==> src/rtl/deserializer_pkg.sv <==
// Shared types and defaults for the serial-to-parallel deserializer.
package deserializer_pkg;

  typedef enum logic {
    RECEIVE = 1'b0,
    READY   = 1'b1
  } deser_state_t;

  localparam int DEFAULT_DATA_WIDTH = 8;

endpackage

==> src/rtl/deserializer.sv <==
// Collects DATA_WIDTH strobed serial bits MSB first and holds the finished word
// on data_out with data_ready until the consumer acknowledges it.
module deserializer
  import deserializer_pkg::*;
#(
  parameter int DATA_WIDTH = DEFAULT_DATA_WIDTH
) (
  input  logic                  clock_100,
  input  logic                  reset,
  input  logic                  data_in,
  input  logic                  write_in,
  input  logic                  ack_in,
  output logic [DATA_WIDTH-1:0] data_out,
  output logic                  data_ready
);

  localparam int CNT_W = $clog2(DATA_WIDTH);
  localparam logic [CNT_W-1:0] LAST_BIT = CNT_W'(DATA_WIDTH - 1);
  localparam logic [CNT_W-1:0] CNT_ONE  = CNT_W'(1);

  deser_state_t          state_q, state_d;
  logic [CNT_W-1:0]      cnt_q, cnt_d;
  logic [DATA_WIDTH-1:0] shift_q, shift_d;
  logic [DATA_WIDTH-1:0] data_out_q, data_out_d;
  logic                  ready_q, ready_d;
  logic [DATA_WIDTH-1:0] shifted_s;

  assign shifted_s = {shift_q[DATA_WIDTH-2:0], data_in};

  // Next-state logic: bits only count in RECEIVE, ack only matters in READY.
  always_comb begin
    state_d    = state_q;
    cnt_d      = cnt_q;
    shift_d    = shift_q;
    data_out_d = data_out_q;
    ready_d    = ready_q;
    case (state_q)
      RECEIVE: begin
        if (write_in) begin
          shift_d = shifted_s;
          if (cnt_q == LAST_BIT) begin
            data_out_d = shifted_s;
            ready_d    = 1'b1;
            cnt_d      = '0;
            state_d    = READY;
          end else begin
            cnt_d = cnt_q + CNT_ONE;
          end
        end else begin
          shift_d = shift_q;
        end
      end
      READY: begin
        if (ack_in) begin
          ready_d = 1'b0;
          shift_d = '0;
          state_d = RECEIVE;
        end else begin
          ready_d = 1'b1;
        end
      end
      default: begin
        state_d = RECEIVE;
        cnt_d   = '0;
        shift_d = '0;
        ready_d = 1'b0;
      end
    endcase
  end

  // State, counter, shift register and registered outputs.
  always_ff @(posedge clock_100) begin
    if (reset) begin
      state_q    <= RECEIVE;
      cnt_q      <= '0;
      shift_q    <= '0;
      data_out_q <= '0;
      ready_q    <= 1'b0;
    end else begin
      state_q    <= state_d;
      cnt_q      <= cnt_d;
      shift_q    <= shift_d;
      data_out_q <= data_out_d;
      ready_q    <= ready_d;
    end
  end

  assign data_out   = data_out_q;
  assign data_ready = ready_q;

endmodule

==> config.mk <==
export PLATFORM = sky130hd
export DESIGN_NAME = deserializer
export DESIGN_NICKNAME = d
export VERILOG_FILES = /design/src/rtl/deserializer_pkg.sv /design/src/rtl/deserializer.sv
export SDC_FILE = /design/constraint.sdc
export NUM_CORES = 1
export LEC_CHECK = 0
export ABC_CLOCK_PERIOD_IN_PS = 2340
export CAP_MARGIN = 20
export CORE_MARGIN = 2
export CORE_UTILIZATION = 53
export DETAILED_ROUTE_END_ITERATION = 8
export MAX_ROUTING_LAYER = met4
export PLACE_DENSITY_LB_ADDON = 0.3
export SETUP_SLACK_MARGIN = 0.1
export SLEW_MARGIN = 20
export SYNTH_ARGS = -nofsm -noshare
export SYNTH_HDL_FRONTEND = slang
export SYNTH_SLANG_ARGS = --single-unit
==> constraint.sdc <==
create_clock -name clock_100 -period 2.34 [get_ports clock_100]
set_input_delay 0.585 -clock clock_100 [delete_from_list [all_inputs] [get_ports clock_100]]
set_output_delay 0.585 -clock clock_100 [all_outputs]
set_load 0.005 [all_outputs]
==> results.py <==
metrics = {
    "status": {
        "outcome": "completed",
    },
    "finish": {
        "antenna-diode-count": 0,
        "layout_cells_sized_above_1_pct": 11.22,
        "fillCellCount": 108,
        "nNetsFinal": 107,
        "area_growth_from_synthesis_to_layout_pct": 21.14,
        "number_of_standard_cells_in_the_final_layout_excluding_fillers": 113,
        "leading_cell_types_in_the_layout_fill_and_taps_excluded": "dfxtp_1, nand2_1, clkdlybuf4s50_1",
        "final_common_cell": "dfxtp_1",
        "final_core_utilization_pct": 70.62,
        "final_area_um2": 953.4,
    },
    "sta": {
        "final_setup_violations": 0,
        "period_share_pct": 74.75,
        "tightest_slew_ns": 0.6961,
        "timing.final.hold_violations": 0,
        "final.min_clock_period_ns": 1.749,
        "setup_repair_after_global_routing_missed_its_margin": "no",
        "slew-limit-headroom_pct": 53.45,
        "fmax_mhz": 571.7,
        "worst_slack_ns": 0.5908,
        "worst_clock_skew_ns": 0.006879,
        "final.hold.worst_slack_ns": 0.4585,
        "tns_ns": 0,
        "report.final.slew_viol_count": 0,
    },
    "floorplanning": {
        "fp.dieW_um": 42.54,
        "design.core.area_um2": 1350,
        "die_y_um": 42.54,
        "die_ar_um2": 1809,
        "start_util_pct": 58.29,
        "pin_count": 14,
        "rows": 13,
    },
    "power_and_ir_drop": {
        "irDropWorstVdd_v": 0.0003728,
        "power.share.combinational_pct": 6.3,
        "p_seq_share_pct": 60.0,
        "total_switching_power_uw": 124.6,
        "clock_power_share_pct": 33.7,
        "power_density_nw_per_um2": 610.5,
        "sw_frac_of_total_pct": 21.41,
        "internal_power_uw": 457.4,
        "power.leakage_nw": 0.3596,
        "power.total_uw": 582.0,
    },
    "cts": {
        "clk_root_buffer_cell": "clkbuf_4",
        "post_cts_buffers": 0,
        "htree_num_levels": 1,
        "tritoncts": "yes",
        "hold_buffers": 0,
        "clk-insertion-delay-late_ns": 0.29,
        "postCtsResizedCells": 0,
        "cts-root-to-sink-buffers": 2,
        "tritoncts.num_buffers": 3,
        "clkSinkCount": 20,
        "cts.clk_slew.worst_paths_ns": 0.11,
    },
    "route": {
        "routed_length_on_met2_um": 657,
        "post-route-drc-count": 0,
        "drt-initial-drc-count": 5,
        "vias": 598,
        "detailroute.wirelength.met3_um": 60,
        "detail_route.wl_per_cell_um": 12.12,
        "detail_route.wirelength_um": 1370,
        "drt-met1-wl_um": 644,
        "ant_nets": 0,
        "route.detailed.vias_per_inst": 5.292,
        "maxUsedRoutingLayer": "met4",
        "detailed_routing_iterations_pass_1": 6,
    },
    "logic_synthesis": {
        "synthesis.nets": 92,
        "xor_xnor_portion_of_the_synthesized_cell_area_pct": 0,
        "number_of_instances_in_the_synthesized_netlist": 84,
        "synth_fa_ha_area_share_pct": 4.769,
        "netlist.area_leader.share_pct": 50.87,
        "netlist-cell-type-count": 19,
        "portion_of_netlist_area_occupied_by_mux_cells_pct": 3.021,
        "yosysWarningCount": 0,
        "netlist_area_um2": 787.0,
        "ys_seq_elements": 20,
        "avgSynthCellArea_um2": 9.369,
        "yosysSeqAreaShare_pct": 50.87,
        "main_area_contributors_after_synthesis": "dfxtp_1, nand2_1, a22oi_1",
        "synth_top_family_by_area": "simple AND/OR/NAND/NOR gates",
        "cell_taking_the_most_area_after_synthesis": "dfxtp_1",
        "share_of_the_synthesized_area_in_compound_gates_ao_oa_aoi_oai_pct": 16.06,
        "synth_simple_gate_area_share_pct": 21.94,
    },
    "grt": {
        "groute.usage.overall_pct": 16.47,
        "grt_first_pass_wirelength_um": 2214,
        "grt_start_max_net_pins": 21,
        "antenna_found_initial": 0,
        "overflow": 0,
        "via_count_of_the_first_global_routing_pass": 532,
    },
    "setup_path": {
        "cp-start-kind": "register",
        "worst-path-stages": 1,
        "worst-endpoint-arrival_ns": 1.16,
        "crit_path_max_fanout": 2,
        "worst_setup_path_end_kind": "output pin",
        "critPathBufInv": 1,
        "critPathKind": "register to output pin",
        "cp_cell_sequence": "clkdlybuf4s50_1",
        "timing.critical_path.max_delay_family": "buffers and inverters",
        "timing.critical_path.slowest_stage_cell": "clkdlybuf4s50_1",
        "slowest_delay_ns": 0.52,
        "cp_data_required_time_ns": 1.75,
        "worst-r2r-cell-count": 5,
    },
    "run": {
        "max_cap_violations": 0,
    },
    "min_path": {
        "min_path_cells": 2,
        "holdCritPathClass": "register to register",
    },
    "placed_design": {
        "dp.cells": 109,
        "placedInstanceArea_um2": 917.1,
        "port-buffer-count": 13,
        "finalWeightedCongestion": 0.7828,
        "post-place-ws_ns": 0.4536,
    },
}
## Yosys cell counts
library cell,instances
a211oi_1,2
a21oi_1,10
a21oi_2,1
a22oi_1,7
and3b_2,1
buf_4,1
buf_6,1
clkbuf_1,2
dfxtp_1,20
ha_1,3
mux2i_1,1
mux2i_2,1
nand2_1,19
nand3b_2,1
nand3b_4,1
nor2_1,10
nor2b_1,1
nor2b_2,1
or2b_1,1
## logic make-up after synthesis
kind of cell	count (synthesis)
simple gates	35
compound gates	20
flops	20
buf+inv	4
fa+ha+maj	3
mux	2
## power by group through the flow
| stage | Combinational [mW] | Clock [mW] | Sequential, mW |
|---|---|---|---|
| finish | 0.0369 | 0.196 | 0.349 |
| global route | 0.0415 | 0.213 | 0.350 |
| CTS | 0.0370 | 0.204 | 0.349 |
| detailed placement | 0.0369 | 0 | 0.357 |
| global placement | 0.0362 | 0 | 0.357 |
| floorplan | 0.0258 | 0 | 0.356 |
## path summary, 6_finish.rpt
kind               startpoint           to  slack, ns
setup / recovery   data_ready   data_ready       0.59
hold / removal    data_out[3]  data_out[3]       0.46
setup reg to reg     cnt_q[0]  data_out[7]       1.00
hold reg to reg   data_out[3]  data_out[3]       0.46
## layout make-up
class                           count  area [um^2]  area share [%]
Timing Repair Buffer               14        137.6           14.44
Sequential cell                    20        400.4           41.99
Multi-Input combinational cell     60        360.3           37.80
Tap cell                           15        18.77           1.969
Clock buffer                        4        36.28           3.806
## layer usage
layer	vias up	track usage [%]
met5	-	-
met4	0	7.500
met3	2	2.586
met2	12	28.31
met1	264	18.62
li1	320	-
## state kept, by name (all words and copies together) (netlist names)
register	cells
cnt_q	3
shift_q	7
state_q	1
data_out	8
data_ready	1
## tightest hold or removal path: cells and delay by family (launching register included)
| family | cells | cell delay [ns] |
|---|---|---|
| compound gates | 1 | 0.05 |
| simple gates | 1 | 0.05 |
| flops | 1 | 0.33 |
Note: power is estimated with default switching activity, not from simulation.
